--- src/rtl/dm_bus_arbiter.sv ---
// dm_bus_arbiter: shares one data-memory port between the CPU M-stage port (C)
// and a debug/DMA loader port (D).
//
// Ports:
//   clk, reset           clock; asynchronous active-low reset
//   c_req/c_addr/c_wdata/c_byteen   CPU request (byteen==0 means read)
//   c_gnt                CPU access accepted this cycle (combinational)
//   c_rvalid/c_rdata     CPU read response, one cycle after the granted read
//   d_*                  same set of ports for the debug/DMA requester
//   m_addr/m_wdata/m_byteen/m_re    memory request (word-aligned address)
//   m_rdata              memory read data, valid the cycle after m_re
//   conflict_cnt         saturating count of cycles with both requesting
module dm_bus_arbiter #(
  parameter int AW = 32,
  parameter int DW = 32,
  parameter int CW = 16
) (
  input  logic            clk,
  input  logic            reset,
  input  logic            c_req,
  input  logic [AW-1:0]   c_addr,
  input  logic [DW-1:0]   c_wdata,
  input  logic [DW/8-1:0] c_byteen,
  output logic            c_gnt,
  output logic            c_rvalid,
  output logic [DW-1:0]   c_rdata,
  input  logic            d_req,
  input  logic [AW-1:0]   d_addr,
  input  logic [DW-1:0]   d_wdata,
  input  logic [DW/8-1:0] d_byteen,
  output logic            d_gnt,
  output logic            d_rvalid,
  output logic [DW-1:0]   d_rdata,
  output logic [AW-1:0]   m_addr,
  output logic [DW-1:0]   m_wdata,
  output logic [DW/8-1:0] m_byteen,
  output logic            m_re,
  input  logic [DW-1:0]   m_rdata,
  output logic [CW-1:0]   conflict_cnt
);

  localparam logic [AW-1:0] WORD_MASK = {{(AW-2){1'b1}}, 2'b00};
  localparam logic [CW-1:0] CNT_ONE   = {{(CW-1){1'b0}}, 1'b1};

  logic          r_last_win;  // 0 = C won last, 1 = D won last
  logic          r_rd_pend;
  logic          r_rd_own;    // 0 = C, 1 = D
  logic [CW-1:0] r_conflict_cnt;

  logic w_both;
  logic w_win_c;
  logic w_win_d;
  logic w_rd;

  function automatic logic [CW-1:0] sat_inc(input logic [CW-1:0] v);
    return (&v) ? v : v + CNT_ONE;
  endfunction

  // Arbitration and winner drive, all combinational; everything is held low
  // while reset is asserted so nothing reaches memory during reset.
  always_comb begin
    w_both   = c_req & d_req;
    // On conflict the requester that did not win last time gets the port.
    w_win_c  = reset & c_req & (~d_req | r_last_win);
    w_win_d  = reset & d_req & (~c_req | ~r_last_win);
    m_addr   = '0;
    m_wdata  = '0;
    m_byteen = '0;
    m_re     = 1'b0;
    if (w_win_c) begin
      m_addr   = c_addr & WORD_MASK;
      m_wdata  = c_wdata;
      m_byteen = c_byteen;
      m_re     = (c_byteen == '0);
    end else if (w_win_d) begin
      m_addr   = d_addr & WORD_MASK;
      m_wdata  = d_wdata;
      m_byteen = d_byteen;
      m_re     = (d_byteen == '0);
    end
    w_rd     = m_re;
  end

  // State: round-robin pointer, outstanding-read tracking, conflict counter
  always_ff @(posedge clk or negedge reset) begin
    if (!reset) begin
      r_last_win     <= 1'b1;
      r_rd_pend      <= 1'b0;
      r_rd_own       <= 1'b0;
      r_conflict_cnt <= '0;
    end else begin
      if (w_win_c | w_win_d) r_last_win <= w_win_d;
      r_rd_pend <= w_rd;
      if (w_rd) r_rd_own <= w_win_d;
      if (w_both) r_conflict_cnt <= sat_inc(r_conflict_cnt);
    end
  end

  // Response routing: read data goes only to the port that issued the read
  always_comb begin
    c_gnt        = w_win_c;
    d_gnt        = w_win_d;
    c_rvalid     = r_rd_pend & ~r_rd_own;
    d_rvalid     = r_rd_pend & r_rd_own;
    c_rdata      = c_rvalid ? m_rdata : '0;
    d_rdata      = d_rvalid ? m_rdata : '0;
    conflict_cnt = r_conflict_cnt;
  end

endmodule

--- config.mk ---
export PLATFORM = sky130hd
export DESIGN_NAME = dm_bus_arbiter
export DESIGN_NICKNAME = d
export VERILOG_FILES = /design/src/rtl/dm_bus_arbiter.sv
export SDC_FILE = /design/constraint.sdc
export NUM_CORES = 1
export LEC_CHECK = 0
export BUFFER_PORTS_ARGS = -buffer_cell sky130_fd_sc_hd__buf_2
export CELL_PAD_IN_SITES_DETAIL_PLACEMENT = 1
export CELL_PAD_IN_SITES_GLOBAL_PLACEMENT = 2
export CORE_UTILIZATION = 13
export DETAILED_ROUTE_END_ITERATION = 6
export HOLD_SLACK_MARGIN = 0.02
export PLACE_DENSITY_LB_ADDON = 0.25
export SLEW_MARGIN = 20
export SYNTH_ARGS = -nofsm -noshare
export SYNTH_HDL_FRONTEND = slang
export SYNTH_SLANG_ARGS = --single-unit
--- constraint.sdc ---
create_clock -name clk -period 3.7 [get_ports clk]
set_input_delay 0.37 -clock clk [delete_from_list [all_inputs] [get_ports clk]]
set_output_delay 0.37 -clock clk [all_outputs]
set_load 0.05 [all_outputs]
**After elaboration in Yosys (flattened, before gate mapping)**

Index checks and enable logic that the tools add are counted.

- Add/sub/neg operators: 1
- Multiply operators: 0
- Div/mod/pow operators: 0
- $lt $le $gt $ge: 0
- Equality and inequality tests: 0
- Shifts and indexed selects: 0
- Mux-type cells: 10
- Bitwise logic cells: 15
- Reductions and logical operators: 4

Operators with widths:

| cell | number |
|---|---|
| 32-bit two-way mux | 6 |
| 16-bit by 1-bit adder with 16-bit output, second input constant | 1 |
| 16-bit AND reduction | 1 |
| 4-bit logical NOT | 2 |
| 4-bit two-way mux | 2 |
| 1-bit AND | 7 |
| 1-bit inverter | 5 |
| 1-bit OR | 3 |
| 1-bit two-way mux | 2 |
| 2-bit AND reduction | 1 |

- Bits in registers: 19
- Latch bits: 0
- RAM bits: 0
- Memory bits (read-only): 0
- Bits of input ports: 172
- Output and inout port bits: 153
- Word-level logic and storage cells: 34
- Memories kept: 0

**Depth between registers and ports, before layout**

Gate-level depths: netlist of the first run.

- Depth in word-level cells: 5
- Mapped depth: 5
- Depth with buffers taken out: 5

**Worst setup path after synthesis of the first run**

No wires, ideal clock.

- Kind: register to output
- Start point: register r_rd_own
- End point: output c_rdata[22]
- Arrival: 1759 ps
- Required time: 3330 ps
- Path slack: 1571 ps
- Stages on the path, launching flop included: 4
- Buffers on the path: 1
- Path through: dfrtp_1 nor2b_1 clkbuf_1 and2_1

- Cells in the longest elaborated chain, start to end: 3

RTL lines:

| element | RTL line | text |
|---|---|---|
| start: declaration | 47 | `logic r_rd_own;` |
| start signal: assignment | 94 | `if (w_rd) r_rd_own <= w_win_d;` |
| 1-bit inverter | 103 | `c_rvalid = r_rd_pend & ~r_rd_own;` |
| 1-bit AND | 103 |  |
| named net c_rvalid | 25 | `output logic c_rvalid,` |
| 32-bit two-way mux | 105 | `c_rdata = c_rvalid ? m_rdata : '0;` |
| end: declaration | 26 | `output logic [DW-1:0] c_rdata,` |

The timed path passes the listed nets, and every way through them passes these cells.

**Final worst setup path of the first run**

- Start point: register r_rd_pend
- End point: output c_rdata[13]

- Cells in the longest elaborated chain, start to end: 2

RTL lines:

| element | RTL line | text |
|---|---|---|
| start: declaration | 46 | `logic r_rd_pend;` |
| start signal: assignment | 93 | `r_rd_pend <= w_rd;` |
| 1-bit AND | 103 |  |
| 32-bit two-way mux | 105 |  |

Every way passes these cells.

==> summary.md, run 1 <==
| Metric | Value |
|---|---|
| WHS | `153.3 ps` |
| Adder-cell share of the synthesized area | `0.6098%` |
| Fin nets | `722` |
| DP Area | `3856 µm²` |
| Num CTS Buffers | `3` |
| Yosys top cell area share | `28.17%` |
| DR vias | `3218` |
| Status | `finished clean` |
| CP Capture Type | `output pin` |
| Final setup fails | `0` |
| TritonCTS clock tree | `done` |
| Wire per inst | `15.55 µm` |
| Rows | `45` |
| Largest area contributor in the netlist | `a22o_1` |
| Pleak | `2.460 nW` |
| Synth Area in Simple Gates | `31.16%` |
| Fill cell count | `1956` |
| Commonest non-fill, non-tap cell in the layout | `buf_2` |
| Final Skew | `1.629 ps` |
| Worst-path clk slew | `50 ps` |
| Post-synthesis xor/xnor area fraction | `4.268%` |
| Synth Instances | `248` |
| Avg Synthesized Cell Area | `8.274 µm²` |
| RSZ-0062 raised after global routing | `no` |
| Critical Path Start | `r_rd_pend$_DFF_PN0_` |
| Initial Util | `13.40%` |
| I/O pin cnt | `325` |
| Antenna violations before repair | `1` |
| Post-cts gate resize count | `0` |
| Final min period | `2426 ps` |
| Vias in the first global route | `3128` |
| Die height | `127.6 µm` |
| Asr flop ratio synth | `100.0%` |
| Slowest cell on the critical path | `dfrtp_1` |
| Total negative setup slack | `0 ps` |
| Port Buffers | `318` |
| Maximum Capacitance Violations | `0` |
| CP Launch Type | `flop` |
| Worst vdd ir | `0.1527 mV` |
| Share of cells above drive strength 1 | `61.31%` |
| Critical Path RT | `3330 ps` |
| Synth Flop Type | `dfrtp_1` |
| Hold Path Class | `in -> async` |
| PD cells | `331.7 nW/µm²` |
| Power consumption | `1.305 mW` |
| Syn-to-layout area delta | `91.77%` |
| Mux contribution to synthesized area | `0.7317%` |
| # hold bufs at CTS | `0` |
| Largest net degree at the start of global routing | `68` |
| Root Buffer | `clkbuf_16` |
| DRC viols | `0` |
| CP cell instances | `nor2b_1 -> buf_4 -> and2_1 -> buf_2` |
| Yosys warns | `0` |
| Grt total ovfl | `0` |
| Htree depth | `1` |
| CP Class | `reg -> out` |
| Max transition margin | `42.81%` |
| Length of the first detailed-routing pass in iterations | `4` |
| Design area | `3935 µm²` |
| First-pass GRT wire length | `17350 µm` |
| Crit path largest cell delay | `840 ps` |
| Setup bufs post-CTS | `0` |
| Die area | `16290 µm²` |
| Post-synth EDFFs | `0` |
| Mapped Area | `2052 µm²` |
| Starting DRT DRC Count | `115` |
| Critical Path AT | `2060 ps` |
| Die Width | `127.6 µm` |
| Slew at the pin closest to its max-slew limit | `857.8 ps` |
| Final period util | `65.56%` |
| Seq/Total Area, Yosys | `23.23%` |
| Slew Viols, Final | `0` |
| Area fraction in compound gates after synthesis | `33.54%` |
| Max Root-Sink Buffers | `2` |
| Cell variety after synth | `34` |
| Vias per cell | `4.240` |
| Most frequent cells in the layout | `318 x buf_2, 66 x a22o_1, 36 x and3_1, 33 x and2_1, 18 x dfrtp_1` |
| Wirelength, routed | `11800 µm` |
| Clk_lat worst skew | `250 ps` |
| CTS Sinks | `19` |
| Post-detail-place hpwl | `10060 µm` |
| Gpl congestion | `0.7635` |
| Fmax | `412.2 MHz` |
| Gr usage total | `13.51%` |
| Worst-path maximum fanout | `34` |
| Number of inserted diodes | `0` |
| Leading post-synthesis cells by cell area | `a22o_1 28%, dfrtp_1 22%, and3_1 11%` |
| Final-report hold violation count | `0` |
| R2R Path Start | `conflict_cnt[0]$_DFFE_PN0P_` |
| Final ANT Viol Nets | `0` |
| CORE AREA | `15310 µm²` |
| Synth Register Bits | `19` |
| Largest family of logic cells by synthesized area | `compound AO/OA/AOI/OAI gates` |
final timing paths:
path	endpoint	slack (ps)	cells after the start
worst max-delay path	c_rdata[13]	1270	4
worst min-delay path	conflict_cnt[10]$_DFFE_PN0P_	150	2
worst max register to register	conflict_cnt[1]$_DFFE_PN0P_	2020	5
worst min register to register	conflict_cnt[15]$_DFFE_PN0P_	490	1
max in group asynchronous	r_last_win$_DFFE_PN1P_	3280	2
min in group clk	r_rd_pend$_DFF_PN0_	450	4
power by group:
part	internal (mW)	switching (mW)
Clock	0.146	0.0762
Combinational	0.227	0.533
Sequential	0.248	0.0755
Total	0.621	0.684
worst max-delay path: cells and delay by family, from the launching register on:
kind / cells / cell delay (ps)
buf+inv: 2 / 550
flops: 1 / 840
simple gates: 2 / 410
per-stage QoR:
stage | util, % | worst slack, ps | cells
3_3_place_gp | 25.18 | 1515 | 755
2_1_floorplan | - | 1571 | 249
6_report | 25.69 | 1274 | 759
3_5_place_dp | 25.18 | 1481 | 755
4_1_cts | 25.69 | 1206 | 759
5_1_grt | 25.69 | 1044 | 759
layer usage:
metal	up-vias	track usage [%]	wire [µm]
li1	1545	-	-
met1	1461	14.61	4419
met2	202	26.20	6008
met3	8	4.229	1285
met4	2	1.592	79
met5	-	0	10
layout make-up:
cell class / count / area [µm²] / area share, %
flip-flops and latches: 19 / 476.7 / 12.11
clock buffers: 4 / 78.83 / 2.003
well taps: 211 / 264.0 / 6.709
repair buffers: 322 / 1647 / 41.84
multi-input cells: 202 / 1465 / 37.23
inverters: 1 / 3.754 / 0.09539
sequential cells by signal, indices dropped and copies added (netlist names):
name and flops:
r_rd_own 1, r_rd_pend 1, r_last_win 1, conflict_cnt 16
cell families (layout without fill, tap and decap cells):
logic type	count (synthesis)	count (layout)
flip-flops	19	19
adder cells (fa/ha/maj)	1	1
multiplexers	1	1
buffers and inverters	28	327
XOR/XNOR	10	10
AND/OR/NAND/NOR	106	106
AO/OA/AOI/OAI	82	82
other	1	2
Yosys cell counts (2+ instances only):
master / n
a22o_1: 66
nor2_1: 3
and2_2: 2
nand4_1: 9
nor2b_1: 2
a31oi_1: 4
nand3_1: 3
a21oi_1: 6
buf_4: 2
and3_1: 36
buf_2: 7
xnor2_1: 9
nand2_1: 11
nor4_1: 2
and2_1: 33
clkbuf_1: 17
a21oi_2: 2
dfrtp_1: 18
(Power assumes the default switching activity.)
==> inputs of run 2 (changes only) <==
--- a/config.mk
+++ b/config.mk
@@ -5,10 +5,11 @@
 export SDC_FILE = /design/constraint.sdc
 export NUM_CORES = 1
 export LEC_CHECK = 0
+export ABC_AREA = 1
 export BUFFER_PORTS_ARGS = -buffer_cell sky130_fd_sc_hd__buf_2
 export CELL_PAD_IN_SITES_DETAIL_PLACEMENT = 1
 export CELL_PAD_IN_SITES_GLOBAL_PLACEMENT = 2
-export CORE_UTILIZATION = 13
+export CORE_UTILIZATION = 12
 export DETAILED_ROUTE_END_ITERATION = 6
 export HOLD_SLACK_MARGIN = 0.02
 export PLACE_DENSITY_LB_ADDON = 0.25
==> constraint.sdc (replaced) <==
create_clock -name clk -period 2.4 [get_ports clk]
set_input_delay 0.24 -clock clk [delete_from_list [all_inputs] [get_ports clk]]
set_output_delay 0.24 -clock clk [all_outputs]
set_load 0.05 [all_outputs]
==> summary.md, run 2 <==
| Metric | Value |
|---|---|
| Status | `finished clean (unchanged)` |
| Worst-path maximum fanout | `35 (was 34)` |
| Gr usage total | `16.15% (was 13.51%)` |
| Total negative setup slack | `0 ps (unchanged)` |
| CP Launch Type | `input pin (was flop)` |
| Synth Instances | `368 (was 248)` |
| Int Power | `1.030 mW (was 620.8 µW)` |
| I/O pin cnt | `325 (unchanged)` |
| Pleak | `2.838 nW (was 2.460 nW)` |
| Min-delay src | `d_byteen[3]` |
| Commonest non-fill, non-tap cell in the layout | `buf_2 (unchanged)` |
| Vias in the first global route | `3655 (was 3128)` |
| Seq/Total Area, Yosys | `20.72% (was 23.23%)` |
| Final Skew | `6.543 ps (was 1.629 ps)` |
| Mapped Area | `2301 µm² (was 2052 µm²)` |
| Num CTS Buffers | `3 (unchanged)` |
| Vias per cell | `4.047 (was 4.240)` |
| Post-synth EDFFs | `0 (unchanged)` |
| Cell variety after synth | `30 (was 34)` |
| Fin nets | `850 (was 722)` |
| Wirelength, routed | `16670 µm (was 11800 µm)` |
| Worst-path clk slew | `60 ps (was 50 ps)` |
| Port Buffers | `318 (unchanged)` |
| Synth Flop Type | `dfrtp_1 (unchanged)` |
| Clk pwr share | `17.9% (was 17.1%)` |
| Gpl congestion | `0.8093 (was 0.7635)` |
| DP Worst Slack | `437.6 ps (was 1481 ps)` |
| Placed cell count | `905 (was 755)` |
| Switch share | `50.06% (was 52.43%)` |
| M2 GR Usage | `33.16% (was 26.20%)` |
| Htree depth | `1 (unchanged)` |
| Sw power | `1.033 mW (was 684.3 µW)` |
| Die area | `19730 µm² (was 16290 µm²)` |
| Final setup fails | `0 (unchanged)` |
| Largest net degree at the start of global routing | `48 (was 68)` |
| Post-detail-place hpwl | `14540 µm (was 10060 µm)` |
| Die Width | `140.5 µm (was 127.6 µm)` |
| CORE AREA | `18770 µm² (was 15310 µm²)` |
| Met3 Use GR | `3.624% (was 4.229%)` |
| Most common cell in the netlist | `nor2_1 (was a22o_1)` |
| Final ANT Viol Nets | `0 (unchanged)` |
| CP Capture Type | `output pin (unchanged)` |
| Most frequent cells in the layout | `287 x buf_2, 79 x nor2_1, 74 x nand2_1, 62 x a22o_1, 55 x inv_1 (was 318 x buf_2, 66 x a22o_1, 36 x and3_1, 33 x and2_1, 18 x dfrtp_1)` |
| Grt total ovfl | `0 (unchanged)` |
| Final min period | `2290 ps` |
| Worst vdd ir | `0.5321 mV (was 0.1527 mV)` |
| Max Root-Sink Buffers | `2 (unchanged)` |
| Length of the first detailed-routing pass in iterations | `4 (unchanged)` |
| Final-report hold violation count | `0 (unchanged)` |
| Final Non-Filler Cells | `910 (was 759)` |
| Hold Path Class | `in -> reg (was in -> async)` |
| Die height | `140.5 µm (was 127.6 µm)` |
| Final period util | `95.41%` |
| Synth Register Bits | `19 (unchanged)` |
| Critical Path RT | `2160 ps (was 3330 ps)` |
| Antenna violations before repair | `0 (was 1)` |
| Top cells by count, synth | `79 x nor2_1, 74 x nand2_1, 62 x a22o_1 (was 66 x a22o_1, 36 x and3_1, 33 x and2_1)` |
| Rows | `50 (was 45)` |
| Slew Viols, Final | `0 (unchanged)` |
| Grt met1 use | `16.66% (was 14.61%)` |
| Critical Path Start | `reset (was r_rd_pend$_DFF_PN0_)` |
| Comb pwr share | `61.4% (was 58.2%)` |
| PD cells | `440.2 nW/µm² (was 331.7 nW/µm²)` |
| Maximum Capacitance Violations | `0 (unchanged)` |
| Fmax | `436.7 MHz` |
| Root Buffer | `clkbuf_16 (unchanged)` |
| DRC viols | `0 (unchanged)` |
| Avg Synthesized Cell Area | `6.253 µm² (was 8.274 µm²)` |
| DR vias | `3683 (was 3218)` |
| Yosys warns | `0 (unchanged)` |
| First-pass GRT wire length | `23540 µm (was 17350 µm)` |
| R2R Path Start | `conflict_cnt[0]$_DFFE_PN0P_ (unchanged)` |
| Leading post-synthesis cells by cell area | `a22o_1 24%, dfrtp_1 20%, nor2_1 13% (was a22o_1 28%, dfrtp_1 22%, and3_1 11%)` |
| Setup bufs post-CTS | `0 (unchanged)` |
| TritonCTS clock tree | `done (unchanged)` |
| Syn-to-layout area delta | `103.6% (was 91.77%)` |
| Initial Util | `12.26% (was 13.40%)` |
| Slack of the critical path | `110.2 ps (was 1274 ps)` |
| CTS Sinks | `19 (unchanged)` |
| Wire per inst | `18.32 µm (was 15.55 µm)` |
| Clk_lat worst skew | `260 ps (was 250 ps)` |
| Asr flop ratio synth | `100.0% (unchanged)` |
| Gr busiest metal | `met2 (unchanged)` |
| Max FFs per register | `16 (unchanged)` |
| Share of cells above drive strength 1 | `51.18% (was 61.31%)` |
| Largest area contributor in the netlist | `a22o_1 (unchanged)` |
| Yosys top cell area share | `23.60% (was 28.17%)` |
| RSZ-0062 raised after global routing | `no (unchanged)` |
| Critical Path AT | `2050 ps (was 2060 ps)` |
| CP Class | `in -> out (was reg -> out)` |
| Number of inserted diodes | `0 (unchanged)` |
| Flop pwr share | `20.7% (was 24.8%)` |
| Starting DRT DRC Count | `96 (was 115)` |
-- run 2: final cells by class --
| class | instances | area, µm² |
|---|---|---|
| clock buffers | 4 | 78.83 |
| fillers | 2380 | 14080 |
| inverters | 58 | 221.5 |
| multi-input cells | 269 | 1471 |
| flip-flops and latches | 19 | 476.7 |
| well taps | 234 | 292.8 |
| repair buffers | 326 | 2145 |
-- run 2: worst max-delay path: stages --
cell and delay [ps]:
dlygate4sd3_1 510, buf_2 210, nand3_2 180, inv_4 180
buf_12 210, a22o_1 240, clkbuf_4 260
-- run 2: worst paths after layout --
| kind | cells after the start | slack [ps] | endpoint |
|---|---|---|---|
| max | 7 | 110 | m_wdata[3] |
| min in group asynchronous | 2 | 350 | r_rd_pend$_DFF_PN0_ |
| max in group asynchronous | 3 | 1560 | conflict_cnt[11]$_DFFE_PN0P_ |
| min reg2reg | 2 | 530 | conflict_cnt[15]$_DFFE_PN0P_ |
| min | 4 | 300 | r_rd_own$_DFFE_PN0P_ |
| max reg2reg | 8 | 730 | conflict_cnt[10]$_DFFE_PN0P_ |
-- run 2: timing repair --
| item | 4_1_cts | 5_1_grt |
|---|---|---|
| setup endpoints to repair | 0 | 13 |
| hold endpoints to repair | 2 | 0 |
| hold buffers | 1 | 0 |
| gates resized for setup | 0 | 3 |
-- run 2: cell families after synthesis --
logic type	count (synthesis)	share of synthesized area [%]
simple gates	189	35.73
buf+inv	81	15.55
compound gates	75	26.54
flops	19	20.72
xor+xnor	2	0.7614
fa+ha+maj	1	0.5437
other cells	1	0.1630
-- run 2: power groups by stage --
| stage | registers (mW) | logic [mW] | clock network (mW) |
|---|---|---|---|
| 2_1_floorplan | 0.532 | 0.637 | 0 |
| 3_3_place_gp | 0.430 | 1.27 | 0 |
| 3_5_place_dp | 0.433 | 1.28 | 0 |
| 4_1_cts | 0.428 | 1.29 | 0.387 |
| 5_1_grt | 0.440 | 1.34 | 0.395 |
| 6_report | 0.426 | 1.27 | 0.370 |
-- run 2: per-stage QoR --
step	instance area, µm²	utilization, %	total power [mW]	hold WS, ps
floorplan	2305	-	1.168	-55.59
global placement	4592	24.47	1.701	83.21
detailed placement	4592	24.47	1.715	88.54
CTS	4681	24.94	2.102	295.0
global route	4686	24.97	2.170	319.4
finish	4686	24.97	2.063	299.5
-- run 2: routing by layer --
layer | part of all wire, % | vias to the layer above
li1 | - | 1817
met1 | 35 | 1715
met2 | 57 | 142
met3 | 6.7 | 9
met4 | 0.71 | 0
met5 | 0 | -
